$ cat src/rtl/match_pkg.sv
// Shared defaults and types for the match collector slice.
package match_pkg;
  localparam int IDXW_DEF  = 16;
  localparam int DEPTH_DEF = 8;

  typedef logic [IDXW_DEF-1:0] widx_t;
endpackage

$ cat src/rtl/match_fifo.sv
// Synchronous FIFO with pointer-derived full/empty and a registered head output.
module match_fifo #(
  parameter int W     = 16,
  parameter int DEPTH = 8
) (
  input  logic         clk,
  input  logic         rst_n,
  input  logic         push_i,
  input  logic [W-1:0] din_i,
  input  logic         pop_i,
  output logic [W-1:0] dout_o,
  output logic         full_o,
  output logic         empty_o
);
  localparam int AW = $clog2(DEPTH);
  localparam logic [AW:0] PTR_ONE = 1;

  logic [W-1:0] mem_q [DEPTH];
  logic [AW:0]  wptr_q, wptr_d;
  logic [AW:0]  rptr_q, rptr_d;
  logic [W-1:0] dout_q, dout_d;
  logic         wr_en, rd_en;

  assign empty_o = (wptr_q == rptr_q);
  assign full_o  = ((wptr_q ^ rptr_q) == {1'b1, {AW{1'b0}}});
  assign dout_o  = dout_q;

  always_comb begin
    wr_en  = push_i && (!full_o || pop_i);
    rd_en  = pop_i && !empty_o;
    wptr_d = wptr_q;
    rptr_d = rptr_q;
    if (wr_en) wptr_d = wptr_q + PTR_ONE;
    if (rd_en) rptr_d = rptr_q + PTR_ONE;
    // Head slot is being written this cycle when nothing else remains after the pop.
    if (wptr_q == rptr_d) dout_d = din_i;
    else                  dout_d = mem_q[rptr_d[AW-1:0]];
  end

  always_ff @(posedge clk) begin
    if (wr_en) mem_q[wptr_q[AW-1:0]] <= din_i;
  end

  always_ff @(posedge clk or negedge rst_n) begin
    if (!rst_n) begin
      wptr_q <= '0;
      rptr_q <= '0;
      dout_q <= '0;
    end else begin
      wptr_q <= wptr_d;
      rptr_q <= rptr_d;
      dout_q <= dout_d;
    end
  end
endmodule

$ cat src/rtl/match_collector.sv
// Collects window indices of matching end-of-window marks into a result FIFO,
// counting accepted matches and flagging dropped ones.
module match_collector
  import match_pkg::*;
#(
  parameter int IDXW  = IDXW_DEF,
  parameter int DEPTH = DEPTH_DEF
) (
  input  logic            clk,
  input  logic            rst,
  input  logic            ena,
  input  logic            markin,
  input  logic            sign,
  output logic [IDXW-1:0] dout,
  output logic            dvalid,
  input  logic            dready,
  output logic            full,
  output logic            overflow,
  output logic [IDXW-1:0] matchcnt
);
  logic [IDXW-1:0] widx_q, widx_d;
  logic [IDXW-1:0] matchcnt_q, matchcnt_d;
  logic            overflow_q, overflow_d;
  logic            mark_ok, push_req, pop, accept, drop, empty;

  assign mark_ok  = !ena && markin;
  assign push_req = mark_ok && sign;
  assign pop      = dvalid && dready;
  // A pop on the same edge frees the slot, so a full FIFO still accepts.
  assign accept   = push_req && (!full || pop);
  assign drop     = push_req && full && !pop;

  always_comb begin
    widx_d     = widx_q;
    matchcnt_d = matchcnt_q;
    overflow_d = overflow_q;
    if (mark_ok) widx_d     = widx_q + IDXW'(1);
    if (accept)  matchcnt_d = matchcnt_q + IDXW'(1);
    if (drop)    overflow_d = 1'b1;
  end

  always_ff @(posedge clk or negedge rst) begin
    if (!rst) begin
      widx_q     <= '0;
      matchcnt_q <= '0;
      overflow_q <= 1'b0;
    end else begin
      widx_q     <= widx_d;
      matchcnt_q <= matchcnt_d;
      overflow_q <= overflow_d;
    end
  end

  match_fifo #(
    .W     (IDXW),
    .DEPTH (DEPTH)
  ) u_fifo (
    .clk     (clk),
    .rst_n   (rst),
    .push_i  (push_req),
    .din_i   (widx_q),
    .pop_i   (dready),
    .dout_o  (dout),
    .full_o  (full),
    .empty_o (empty)
  );

  assign dvalid   = !empty;
  assign overflow = overflow_q;
  assign matchcnt = matchcnt_q;
endmodule

$ cat config.mk
export PLATFORM = sky130hd
export DESIGN_NAME = match_collector
export DESIGN_NICKNAME = d
export VERILOG_FILES = /design/src/rtl/match_pkg.sv /design/src/rtl/match_fifo.sv /design/src/rtl/match_collector.sv
export SDC_FILE = /design/constraint.sdc
export NUM_CORES = 1
export LEC_CHECK = 0
export BUFFER_PORTS_ARGS = -buffer_cell sky130_fd_sc_hd__buf_2
export CORE_MARGIN = 8
export CORE_UTILIZATION = 45
export CTS_BUF_LIST = sky130_fd_sc_hd__clkbuf_4 sky130_fd_sc_hd__clkbuf_8
export CTS_CLUSTER_SIZE = 40
export DETAILED_ROUTE_END_ITERATION = 16
export PLACE_DENSITY = 0.59
export SLEW_MARGIN = 40
export SYNTH_ARGS = -nofsm -noshare
export SYNTH_HDL_FRONTEND = slang
export SYNTH_SLANG_ARGS = --single-unit
$ cat constraint.sdc
create_clock -name clk -period 6.4 [get_ports clk]
set_input_delay 0.64 -clock clk [delete_from_list [all_inputs] [get_ports clk]]
set_output_delay 0.64 -clock clk [all_outputs]
set_load 0.05 [all_outputs]
Word-level counts from Yosys, hierarchy flattened
Memory sizes are Yosys's and may differ from the RTL's. Index checks and enable logic that the tools add are counted.

Memories kept: 1. Output and inout port bits: 35. Bits in writable memories: 128. Register bits after elaboration: 57. Logic and storage cells: 32. Input bits: 6.

Equal/unequal tests: 3. Multiplexer cells: 4. Bitwise operators: 1. Add/subtract/negate cells: 4. Reductions and logical operators: 13.

Memories: u_fifo.mem_q (words 8, bits a word 16, read ports 1, clocked after Yosys merged registers in 0, wr ports 1, line match_fifo.sv:18) `logic [W-1:0] mem_q [DEPTH];`.

Operators with widths (count): $add A16 B1 Y16 const B (2); $mux W16 (1); $add A4 B1 Y4 const B (2); $eq A4 B4 Y1 (2); $logic_and A1 B1 Y1 (7); $eq A4 B4 Y1 const B (1); $logic_not A1 Y1 (4); $mux W4 (1); $xor A4 B4 Y4 (1); $logic_or A1 B1 Y1 (2); $mux W1 (2).

Depth between registers and ports, before layout
Depth after elaboration: 7. Mapped depth: 9. Depth with buffers taken out: 7.

By module
A second synthesis with hierarchy kept.

Cell total of the unflattened synthesis: 488. Area total of the unflattened synthesis: 7861.3 um2.

By module, submodules not included: match_fifo (cells an instance 357, times used 1, sequential area each 4444.3 um2, area an instance 6327.3 um2); match_collector (cells an instance 131, times used 1, sequential area each 825.8 um2, area an instance 1534.0 um2).

Worst setup path before layout
No wires, ideal clock.

Kind: input-to-reg. From: input markin. To: memory u_fifo.mem_q[1][0], enable pin. Stages: 5. Setup time: 436 ps. Setup slack: 2821 ps. Arrival time: 3142 ps. Path buffers: 1. Cell sequence: nor2b_1 clkbuf_1 and2_1 o21ai_1 nor4b_1.

Cells in the longest elaborated chain, start to end: 5.

Ends and longest elaborated chain: start: declaration (line match_collector.sv:12) `input logic markin,`; $logic_and A1 B1 Y1 (line match_collector.sv:26) `assign mark_ok = !ena && markin;`; $logic_and A1 B1 Y1 (line match_collector.sv:27) `assign push_req = mark_ok && sign;`; $logic_and A1 B1 Y1 (line match_fifo.sv:29) `wr_en = push_i && (!full_o || pop_i);`; $mux W1 (line match_fifo.sv:41) `if (wr_en) mem_q[wptr_q[AW-1:0]] <= din_i;`; $mux W1 (not written as such) (line match_fifo.sv:41); end: declaration (line match_fifo.sv:18).

Every way passes these cells.

Worst setup path in the final report
From: register u_fifo.rptr_q[0]. To: register u_fifo.dout_q[0] (netlist: u_fifo.dout_o[0]).

Cells in the longest elaborated chain, start to end: 6. Elaborated cells on any way between the ends: 8. Classes of those cells: add/sub (1); eq/ne (2); mux (2); reduce/logical (2); memory (1).

Ends and longest elaborated chain: start: declaration (line match_fifo.sv:20) `logic [AW:0] rptr_q, rptr_d;`; start signal: assignment (line match_fifo.sv:51) `rptr_q <= rptr_d;`; parallel branches: the longest is 3 deep, another holds $add A4 B1 Y4; $mux W4 (*) (line match_fifo.sv:34) `if (rd_en) rptr_d = rptr_q + PTR_ONE;`; $mem_v2 Z8 W16 / $eq A4 B4 Y1 (equally long branches); $mux W16 (*) (line match_fifo.sv:36) `if (wptr_q == rptr_d) dout_d = din_i;`; net u_fifo.dout_d[0] (line match_fifo.sv:21) `logic [W-1:0] dout_q, dout_d;`; end signal: assignment (line match_fifo.sv:52) `dout_q <= dout_d;`; end: declaration (line match_fifo.sv:21).

Mark *: on every way through the listed nets, which the timed path passes. A chain may end at the register's enable or synchronous reset.

==> flow_metrics.tcl <==
set metrics [dict create \
    fin_util_pct 49.98 \
    first_pass_iters 5 \
    cts_tree "built" \
    die_area_sq_mm 0.02515 \
    grt_pass1_vias 6119 \
    critPathMaxStageDelay_ns 0.74 \
    drcViolationCount 0 \
    status "finished clean" \
    grt_pass1_wl_um 33980 \
    path_class "flop to flop" \
    start_kind "flop" \
    drv_cap 0 \
    synth-seq-area-share_pct 57.60 \
    synth_top_cell_area_share_pct 42.01 \
    clock-root-buffer "clkbuf_8" \
    syn_area_per_cell_sq_um 13.20 \
    hold_class "input pin to asynchronous set/reset pin" \
    crit_fanout 72 \
    synth_cell_types 50 \
    hpwl_um 13110 \
    cts_setup_buffers 0 \
    place_area_sq_mm 0.009644 \
    diodes 0 \
    design_area_sq_mm 0.01005 \
    cp_slowest_cell "a21o_1" \
    syn_area_sq_mm 0.009150 \
    tightest_slew_ns 0.8539 \
    rsz0062_at_grt "no" \
    synth.most_common_cell "edfxtp_1" \
    leakage_nw 3.681 \
    cp.required_ns 6.68 \
    fmax_mhz 254.8 \
    finalHoldViolCount 0 \
    portBuffers 40 \
    slew_headroom_pct 43.07 \
    layoutNonFillerInstCount 1000 \
    clock-sinks 185 \
    final_max_slew_viol_count 0 \
    syn_inst 693 \
    wl_um 21930 \
    cp-end-kind "flop" \
    routedWlPerCell_um 21.93 \
    ys_seq_elements 185 \
    yosysWarningCount 0 \
    final_nets 727 \
    io_pins 41 \
    cts_max_level 4 \
    grt_max_degree 73 \
    core_sq_mm 0.02010 \
    fin_crit_sh_pct 61.32 \
    finalClockSkew_ns 0.01231 \
    fin_setup_tns_ns 0 \
    antenna_left 0 \
    clk_path_buf_depth 2 \
    die_w_um 158.6 \
    grt_use_total_pct 18.08 \
    first_iter_violations 505 \
    rows 52 \
    syn2layout_area_growth_pct 9.804 \
    synth-edff-count 128 \
    routed_via_density 5.962 \
    vdd_drop_max_mv 0.2304 \
    gp_congestion 0.8003 \
    cts_buffers 17 \
    cp_common_cell "buf_4" \
    path_cells "buf_4, xnor2_4, a41oi_4, buf_4, o22a_1, a21o_1, a41oi_1" \
    synth_top_area_cell "edfxtp_1" \
    initial_core_util_pct 45.51 \
    setup_violations 0 \
    antenna_found_initial 0 \
    clkLatencyLatePin_ns 0.46 \
    cts_resized 0 \
    synth_common_cells "128 x edfxtp_1, 82 x mux2i_1, 57 x dfrtp_1, 45 x a211oi_1, 39 x nand2_1" \
    r2r_setup_slack_ns 2.48 \
    vias 5962 \
    drive_gt1_share_pct 20.00 \
    min_period_ns 3.925 \
    gr-total-overflow 0 \
    pwr_density_cell_mw_per_mm2 489.2 \
    synth_nets 703 \
    clk_pin_slew_ns 0.10 \
    synthArstFlopShare_pct 30.81 \
    die_y_um 158.6 \
    dp_cells 968 \
    cp.arrival_ns 4.21 \
    synth_area_leaders "edfxtp_1 42%, dfrtp_1 16%, mux2i_1 9.0%" \
    power_mw 4.915 \
    hold_buffers 0 \
    synth_flop_cell "edfxtp_1" \
]
-- area by class of cell --
class | instances | area (sq um)
Fill cell | 1709 | 10060
Sequential cell | 185 | 5275
Multi-Input combinational cell | 447 | 3667
Timing Repair Buffer | 59 | 346.6
Tap cell | 270 | 337.8
Clock buffer | 18 | 247.7
Clock inverter | 14 | 146.4
Inverter | 7 | 26.28
-- worst max-delay path, delay by kind of cell (launching register included) --
family,cells,cell delay (ns)
xor+xnor,1,0.18
flops,1,0.38
compound gates,4,1.83
buf+inv,2,1.32
-- routing by layer --
metal	up-vias	track usage (%)	wire length [um]
met2	159	31.55	11290
met4	0	7.274	433
li1	2732	-	-
met5	-	0	0
met3	34	3.773	913
met1	3037	21.37	9294
-- stage by stage --
step,hold WS [ns],worst slack (ns)
2_1_floorplan,0.3444,2.821
3_3_place_gp,0.4522,2.631
3_5_place_dp,0.4555,2.530
4_1_cts,0.3442,2.504
5_1_grt,0.2643,2.286
6_report,0.2228,2.475
-- final timing paths --
path                                    end  depth (start not counted)              from
max                        u_fifo.dout_o[0]                          7  u_fifo.rptr_q[0]
min                            matchcnt[15]                          2               rst
max reg2reg                u_fifo.dout_o[0]                          7  u_fifo.rptr_q[0]
min reg2reg                    matchcnt[15]                          1      matchcnt[15]
max in group asynchronous  u_fifo.rptr_q[1]                          2               rst
min in group clk               matchcnt[15]                          1      matchcnt[15]
-- where the power goes --
part           switching, mW  total (mW)  leakage, nW  internal [mW]
Clock                  0.417       0.775        0.197          0.358
Sequential             0.245        1.72         1.95           1.48
Combinational           1.55        2.42         1.54          0.873
Total                   2.21        4.92         3.68           2.71
-- logic make-up (layout without fill, tap and decap cells) --
logic type                 Yosys count  in the layout  share of synthesized area, %
AOI/OAI and AO/OA                  126            126                         12.05
and+or+nand+nor                    171            171                         10.17
adders and majority gates            4              4                        0.5470
DFF                                185            185                         57.60
muxes                              100            100                         11.19
buffers and inverters               61             98                         3.036
xor gates and xnor gates            46             46                         5.415
-- cells in the final DEF (no fill, tap or decap), types with 4 or more instances in the layout --
cell	count
o22a_1	16
clkinv_4	4
buf_2	40
o211ai_1	16
a211oi_1	44
clkbuf_8	18
nand3_1	13
or4_1	16
nand4_1	26
buf_4	18
nor2b_1	31
xor2_1	11
edfxtp_1	128
dfrtp_1	55
and3_1	9
xnor2_1	28
a41oi_2	14
inv_1	5
nor2_1	19
o22ai_1	15
mux2_2	18
nand2_1	39
mux2i_1	82
-- state kept, by name, indices dropped and copies added, names as in the netlist --
name / count
u_fifo.mem_q: 128
matchcnt: 16
u_fifo.dout_o: 16
widx_q: 16
u_fifo.rptr_q: 4
u_fifo.wptr_q: 4
overflow: 1
(Power assumes the default switching activity.)
